File: src/rtl/demo_sched_pkg.sv
// Shared types and helpers for the out-of-order scheduler front end.
// Tag-window test works on plain integers so it serves any DEPTH.
package demo_sched_pkg;

    typedef enum logic [1:0] {
        RSP_NONE,
        RSP_OK,
        RSP_ERR
    } rsp_kind_e;

    // head==tail is ambiguous on its own; count resolves empty vs. full.
    function automatic logic tag_in_window(input int unsigned tag,
                                           input int unsigned head,
                                           input int unsigned tail,
                                           input int unsigned count,
                                           input int unsigned depth);
        if (count == 0)
            return 1'b0;
        if (count >= depth)
            return 1'b1;
        if (head < tail)
            return (tag >= head) && (tag < tail);
        return (tag >= head) || (tag < tail);
    endfunction

endpackage

File: src/rtl/demo_rr_arb.sv
// Combinational round-robin arbiter: first request at or after rr_ptr_i, wrapping.
module demo_rr_arb #(
    parameter int  NUM_REQ = 4,
    localparam int SRC_W   = $clog2(NUM_REQ)
) (
    input  logic [NUM_REQ-1:0] req_i,
    input  logic [SRC_W-1:0]   rr_ptr_i,
    input  logic               en_i,
    output logic [NUM_REQ-1:0] gnt_o,
    output logic [SRC_W-1:0]   idx_o
);

    int unsigned      pos;
    logic [SRC_W-1:0] pos_idx;
    logic             found;

    always_comb begin
        gnt_o   = '0;
        idx_o   = '0;
        found   = 1'b0;
        pos     = 0;
        pos_idx = '0;
        for (int unsigned i = 0; i < NUM_REQ; i++) begin
            pos = 32'(rr_ptr_i) + i;
            if (pos >= NUM_REQ)
                pos = pos - NUM_REQ;
            pos_idx = SRC_W'(pos);
            if (en_i && !found && req_i[pos_idx]) begin
                found          = 1'b1;
                gnt_o[pos_idx] = 1'b1;
                idx_o          = pos_idx;
            end
        end
    end

endmodule

File: src/rtl/demo_ooo_sched.sv
// Round-robin issue front end with a reorder buffer: tags issue in order,
// responses land out of order, results retire in issue order.
module demo_ooo_sched
    import demo_sched_pkg::*;
#(
    parameter int  NUM_REQ = 4,
    parameter int  DEPTH   = 8,
    parameter int  DATA_W  = 4,
    localparam int TAG_W   = $clog2(DEPTH),
    localparam int SRC_W   = $clog2(NUM_REQ)
) (
    input  logic               clk,
    input  logic               rst_n,
    input  logic [NUM_REQ-1:0] req_vld,
    output logic [NUM_REQ-1:0] req_gnt,
    output logic               eng_req_vld,
    output logic [TAG_W-1:0]   eng_req_tag,
    input  logic               eng_rsp_vld,
    input  logic [TAG_W-1:0]   eng_rsp_tag,
    input  logic [DATA_W-1:0]  eng_rsp_data,
    output logic               out_vld,
    input  logic               out_rdy,
    output logic [SRC_W-1:0]   out_src,
    output logic [TAG_W-1:0]   out_tag,
    output logic [DATA_W-1:0]  out_data,
    output logic [TAG_W:0]     outstanding,
    output logic               err_o
);

    typedef struct packed {
        logic              done;
        logic [SRC_W-1:0]  src;
        logic [DATA_W-1:0] data;
    } rob_entry_t;

    rob_entry_t       rob_q [DEPTH];
    rob_entry_t       rob_d [DEPTH];
    logic [TAG_W-1:0] head_q, head_d;
    logic [TAG_W-1:0] tail_q, tail_d;
    logic [TAG_W-1:0] iss_tag_q, iss_tag_d;
    logic [TAG_W:0]   cnt_q, cnt_d;
    logic [SRC_W-1:0] rr_q, rr_d;
    logic [SRC_W-1:0] gnt_idx;
    logic             iss_vld_q, iss_vld_d;
    logic             err_q, err_d;
    logic             full, accept, retire;
    rsp_kind_e        rsp_kind;

    // Full uses the registered count, so a retire this cycle cannot free a grant.
    assign full = (cnt_q == (TAG_W+1)'(DEPTH));

    demo_rr_arb #(
        .NUM_REQ (NUM_REQ)
    ) u_arb (
        .req_i    (req_vld),
        .rr_ptr_i (rr_q),
        .en_i     (!full),
        .gnt_o    (req_gnt),
        .idx_o    (gnt_idx)
    );

    assign accept  = |(req_vld & req_gnt);
    assign out_vld = (cnt_q != '0) && rob_q[head_q].done;
    assign retire  = out_vld && out_rdy;

    assign out_src     = rob_q[head_q].src;
    assign out_tag     = head_q;
    assign out_data    = rob_q[head_q].data;
    assign outstanding = cnt_q;
    assign err_o       = err_q;
    assign eng_req_vld = iss_vld_q;
    assign eng_req_tag = iss_tag_q;

    // Window is judged on registered head/tail, so a slot allocated this cycle is not yet legal.
    always_comb begin
        rsp_kind = RSP_NONE;
        if (eng_rsp_vld) begin
            if (tag_in_window(32'(eng_rsp_tag), 32'(head_q), 32'(tail_q), 32'(cnt_q), DEPTH)
                && !rob_q[eng_rsp_tag].done)
                rsp_kind = RSP_OK;
            else
                rsp_kind = RSP_ERR;
        end
    end

    always_comb begin
        rob_d     = rob_q;
        head_d    = head_q;
        tail_d    = tail_q;
        rr_d      = rr_q;
        err_d     = err_q;
        iss_vld_d = accept;
        iss_tag_d = iss_tag_q;

        if (accept) begin
            rob_d[tail_q].done = 1'b0;
            rob_d[tail_q].src  = gnt_idx;
            iss_tag_d          = tail_q;
            tail_d             = tail_q + TAG_W'(1);
            rr_d               = (gnt_idx == SRC_W'(NUM_REQ - 1)) ? '0 : gnt_idx + SRC_W'(1);
        end

        if (rsp_kind == RSP_OK) begin
            rob_d[eng_rsp_tag].done = 1'b1;
            rob_d[eng_rsp_tag].data = eng_rsp_data;
        end else if (rsp_kind == RSP_ERR) begin
            err_d = 1'b1;
        end

        if (retire) begin
            rob_d[head_q].done = 1'b0;
            head_d             = head_q + TAG_W'(1);
        end

        cnt_d = cnt_q + (TAG_W+1)'(accept) - (TAG_W+1)'(retire);
    end

    always_ff @(posedge clk) begin
        if (!rst_n) begin
            rob_q     <= '{default: '0};
            head_q    <= '0;
            tail_q    <= '0;
            cnt_q     <= '0;
            rr_q      <= '0;
            iss_vld_q <= 1'b0;
            iss_tag_q <= '0;
            err_q     <= 1'b0;
        end else begin
            rob_q     <= rob_d;
            head_q    <= head_d;
            tail_q    <= tail_d;
            cnt_q     <= cnt_d;
            rr_q      <= rr_d;
            iss_vld_q <= iss_vld_d;
            iss_tag_q <= iss_tag_d;
            err_q     <= err_d;
        end
    end

endmodule
File: config.mk
export PLATFORM = sky130hd
export DESIGN_NAME = demo_ooo_sched
export DESIGN_NICKNAME = d
export VERILOG_FILES = /design/src/rtl/demo_sched_pkg.sv /design/src/rtl/demo_rr_arb.sv /design/src/rtl/demo_ooo_sched.sv
export SDC_FILE = /design/constraint.sdc
export NUM_CORES = 1
export LEC_CHECK = 0
export CORE_UTILIZATION = 50
export DETAILED_ROUTE_END_ITERATION = 12
export GPL_ROUTABILITY_DRIVEN = 1
export GPL_TIMING_DRIVEN = 1
export PLACE_DENSITY = 0.82
export SLEW_MARGIN = 20
export SYNTH_ARGS = -nofsm -noshare
export SYNTH_HDL_FRONTEND = slang
export SYNTH_SLANG_ARGS = --single-unit
File: constraint.sdc
create_clock -name clk -period 4.2 [get_ports clk]
set_clock_uncertainty 0.15 [all_clocks]
set_input_delay 0.42 -clock clk [delete_from_list [all_inputs] [get_ports clk]]
set_output_delay 0.42 -clock clk [all_outputs]
set_load 0.01 [all_outputs]
* Word-level counts from Yosys, hierarchy flattened
Index checks and enable logic that the tools add are counted.
Widths: inputs -> output; s select.
** Word-level totals
- Flip-flop bits (word level) :: 73
- Input port bits :: 15
- Output and inout port bits :: 23
- Word-level logic and storage cells :: 179
** Cells by class
- Add/sub/neg operators :: 12
- Magnitude comparators :: 22
- Equality and inequality tests :: 4
- Mux-type cells :: 74
- Bitwise operators :: 8
- Reductions and logical operators :: 28
** Operators with widths (number)
- $bwmux 56 :: 5
- $mux 56 :: 3
- $demux 7 s3 :: 5
- $mux 7 :: 7
- $bmux 7 s3 :: 2
- $mux 1 :: 27
- $mux 2 :: 11
- $mux 4 :: 5
- $logic_and 1x1->1 :: 18
- $ge 4x4->1 const B :: 4
- $lt 2x3->1 const B :: 4
- $lt 4x1->1 const B :: 3
- $not 3->4 :: 3
- $or 4x4->4 :: 3
- $ge 3x3->1 const B :: 3
- $bmux 1 s2 :: 4
- $demux 1 s2 :: 4
- $ge 2x1->1 const B :: 4
- $sub 2x1->2 const B :: 4
- $add 2x2->3 const B :: 2
- $add 3x1->3 const B :: 2
- $lt 3x3->1 :: 2
- $mux 6 :: 1
- $logic_not 1->1 :: 5
- other kinds (16) :: 17

* Depth between registers and ports, before layout
- Word-level depth :: 26
- Mapped depth :: 18
- Depth with buffers taken out :: 15

* Modules after synthesis
From an unflattened synthesis, not the netlist that was laid out.
** Second synthesis, totals
- Cells, all modules :: 449
- Area total of the unflattened synthesis :: 4372.9 sq um
** Modules (own cells, without submodules)
- demo_ooo_sched :: instances 1, cells an instance 386, area an instance 3841.2 sq um, seq. area each 1461.4 sq um
- demo_rr_arb :: instances 1, cells an instance 63, area an instance 531.8 sq um, seq. area each 0.0 sq um

* Worst setup path after synthesis
Ideal clock, no wire load.
- Kind :: reg-to-reg
- Start :: register with a tool-made name
- End :: register cnt_q[2], in the netlist outstanding[2]
- Setup time :: 0.128 ns
- Arrival time :: 3.685 ns
- Required time :: 3.922 ns
- Slack :: 0.237 ns
- Stages on the path, launching flop included :: 18
- Buffers on the path :: 3
- Period minus slack after synthesis :: 3.963 ns
- Cell sequence :: dfxtp_1 > buf_6 > inv_1 > ha_1 > buf_2 > mux2_1 > or4_4 > a22oi_4 > a32oi_4 > nand3_4 > buf_12 > inv_1 > ha_1 > inv_1 > ha_1 > fa_1 > xnor2_1 > nor2_1
** RTL lines
- to (signal assigned) :: RTL line demo_ooo_sched.sv:132 : cnt_q <= cnt_d;
- to (decl) :: RTL line demo_ooo_sched.sv:41 : logic [TAG_W:0] cnt_q, cnt_d;

* Worst setup path after layout
- Start :: register rr_q[1]
- End :: output port req_gnt[1]
** On the way
- Word-level cells in the longest chain between the ends :: 18
- Elaborated cells between the ends (all ways) :: 63
- Those cells by class :: add/sub (7); order compare (12); mux (27); bitwise (3); reduce/logical (14)
** RTL lines
- from (decl) :: RTL line demo_ooo_sched.sv:42 : logic [SRC_W-1:0] rr_q, rr_d;
- from (signal assigned) :: RTL line demo_ooo_sched.sv:133 : rr_q <= rr_d;
- parallel branches: the longest is 17 deep, another holds $add 2x1->3
- $mux 4 (*) :: RTL line demo_rr_arb.sv:28 : if (en_i && !found && req_i[pos_idx]) begin
- to (decl) :: RTL line demo_ooo_sched.sv:15 : output logic [NUM_REQ-1:0] req_gnt,
Every way passes the cells marked *. The select of a mux whose other input is x is not followed.

==> impl_metrics.toml <==
[final_layout]
stdcell_count = 637
layout_commonest_cell = "dfxtp_1"
n_antenna_cell = 0
layout_common_cells = "dfxtp_1 (73), nand2_1 (54), a21oi_1 (40)"
nets = 563
final_layout_size_suffix_gt1_share_pct = 12.7
area_delta_synth_final_pct = 12.9
utilization_pct = 58.4
n_fill_cell = 721

[power]
p_sw_w = 0.000990
ir_drop_mv = 0.239
pwr-share-seq_pct = 33.0
powerDensity_nw_per_um2 = 484
intPower_w = 0.00148
leakage_nw = 1.96
finalPower_w = 0.00247
p_clk_share_pct = 20.5
share_comb_of_total_power_pct = 46.5
swShare_pct = 40.0

[floorplanning]
ios = 38
chipWidth_um = 97.2
rows = 34
dieArea_um2 = 9450
core-area_um2 = 8760
initial_utilization_pct = 51.7
die_h_um = 97.2

[cts]
cts-root-buf = "clkbuf_8"
clk_pin_slew_worst_paths_ns = 0.08
cts_made_buffers = 9
cts_tree = "yes"
cts.sinks = 73
clock_latency_ns = 0.35
cts_max_path_buffers = 2
cts_resized = 0
hold_buffers = 0
htreeDepth = 3
postCtsSetupBuffers = 0

[setup_path]
crit_fanout = 5
r2r-start = "rr_q[1]"
crit_type = "reg -> out"
critPathRequiredTime_ns = 3.63
r2r_cells = 14
rrSetupSlack_ns = 0.47
reg2reg_to = "outstanding[2]"
start_kind = "flop"
setup.worst_path.end_class = "primary output"
crit_arrival_ns = 3.26

[grt]
use_met3_pct = 3.45
grt_pass1_wl_um = 18900
use_met2_pct = 41.4
grt_overflow = 0
first_global_vias = 3903
track_usage_pct = 24.7
grt_antenna_before_repair = 0
use_met1_pct = 31.7
grt_most_used_layer = "met2"
grt_max_degree = 34

[timing]
setup_violations = 0
maxSlewViolCount = 0
finalHoldViolCount = 0
period_share_pct = 91.2
post-route-min-period_ns = 3.83
fin_ws_ns = 0.370
clock.fmax_mhz = 261
rsz0062_at_grt = "false"
relSlewSlack_pct = 28.9
worst_pin_slew_ns = 1.06
finalSetupTns_ns = 0

[logic_synthesis]
synth-seq-area-share_pct = 32.2
synth_edf_count = 0
synth_nets = 543
netlist.area_leader.share_pct = 32.2
async_flop_share_pct = 0
ys_seq_elements = 73
ys_top_cells_by_area = "dfxtp_1 (32%), mux4_2 (7.5%), mux2i_1 (6.8%)"
syn_area_per_cell_um2 = 8.99
yosys.area.top_type = "dfxtp_1"
netlist_area_um2 = 4530
synth_warnings = 0
synthCells = 504
synthFlopType = "dfxtp_1"
synth_cell_types = 61

[routing]
firstDrtPassIters = 5
drc = 0
wl_per_cell_um = 18.5
wl_um = 11800
drt-vias-per-instance = 6.26
first_iter_violations = 440
final_antenna_net_count = 0
dr_total_vias = 3989

[place]
place_inst = 621
gp_congestion = 0.979
io_buffers = 37
place_ws_ns = 0.336
dp.final_hpwl_um = 8080

[worst_hold_path]
hold_path_depth = 2
hp-class = "reg -> reg"

[run_status]
status = "completed"

[job]
max_cap_viol_count = 0
## power groups by stage
| stage | clock, W | combinational, W | sequential [W] |
|---|---|---|---|
| 6_report | 0.000508 | 0.00115 | 0.000816 |
| 3_3_place_gp | 0 | 0.00109 | 0.000826 |
| 2_1_floorplan | 0 | 0.000830 | 0.000828 |
| 4_1_cts | 0.000515 | 0.00114 | 0.000816 |
| 5_1_grt | 0.000539 | 0.00123 | 0.000828 |
| 3_5_place_dp | 0 | 0.00113 | 0.000832 |
## critical path, cell delays in order, from the launching register on
cell and delay, ns:
dfxtp_1 0.33, inv_1 0.10, ha_1 0.47, mux2_1 0.38
or4_4 0.47, a21boi_0 0.35, a222oi_1 0.18, nand2_1 0.09
clkdlybuf4s50_1 0.53
## metrics by stage
| stage | instance area, µm² | hold WS [ns] |
|---|---|---|
| 6_report | 5120 | 0.307 |
| 2_1_floorplan | 4530 | 0.285 |
| 3_5_place_dp | 4940 | 0.298 |
| 5_1_grt | 5120 | 0.320 |
| 3_3_place_gp | 4940 | 0.292 |
| 4_1_cts | 5120 | 0.309 |
## cell type report
class | instances | area, µm² | area share (%)
multi-input cells | 374 | 2810 | 55.0
well taps | 108 | 135 | 2.64
repair buffers | 50 | 468 | 9.15
flip-flops and latches | 73 | 1460 | 28.6
clock inverters | 6 | 42.5 | 0.831
clock buffers | 10 | 138 | 2.69
inverters | 16 | 60.1 | 1.17
## cell families (layout without fill, tap and decap cells)
| logic type | count (synthesis) | after routing | synth area share, % |
|---|---|---|---|
| adders and majority gates | 26 | 26 | 7.23 |
| buffers and inverters | 57 | 82 | 5.74 |
| and+or+nand+nor | 163 | 163 | 18.5 |
| DFF | 73 | 73 | 32.2 |
| muxes | 54 | 54 | 16.8 |
| xor gates and xnor gates | 7 | 7 | 1.35 |
| AOI/OAI and AO/OA | 124 | 124 | 18.2 |
## worst max-delay path by stage
stage / startpoint / to / slack, ns / cells after the start
after CTS: rr_q[1] / req_gnt[1] / 0.38 / 8
after detailed placement: req_vld[0] / outstanding[2] / 0.34 / 13
after floorplan: flop / outstanding[2] / 0.24 / 17
final: rr_q[1] / req_gnt[1] / 0.37 / 8
after global placement: req_vld[0] / outstanding[2] / 0.44 / 13
after global routing: rr_q[1] / req_gnt[1] / 0.26 / 8
## layer usage
layer | vias up | routed length (µm)
li1 | 1873 | -
met4 | 0 | 382
met2 | 185 | 5800
met1 | 1891 | 4910
met3 | 40 | 674
met5 | - | 0
## synthesized netlist by cell type (8+ instances only)
| master | count |
|---|---|
| buf_1 | 9 |
| nor2_1 | 19 |
| o21ai_0 | 37 |
| dfxtp_1 | 73 |
| a41o_1 | 8 |
| mux4_2 | 15 |
| inv_1 | 16 |
| buf_2 | 9 |
| nand2_1 | 54 |
| a21oi_1 | 40 |
| nor3_1 | 10 |
| nand3_1 | 39 |
| mux2i_1 | 31 |
| ha_1 | 23 |
| clkbuf_1 | 19 |
Power figures use the tool's default switching activity.
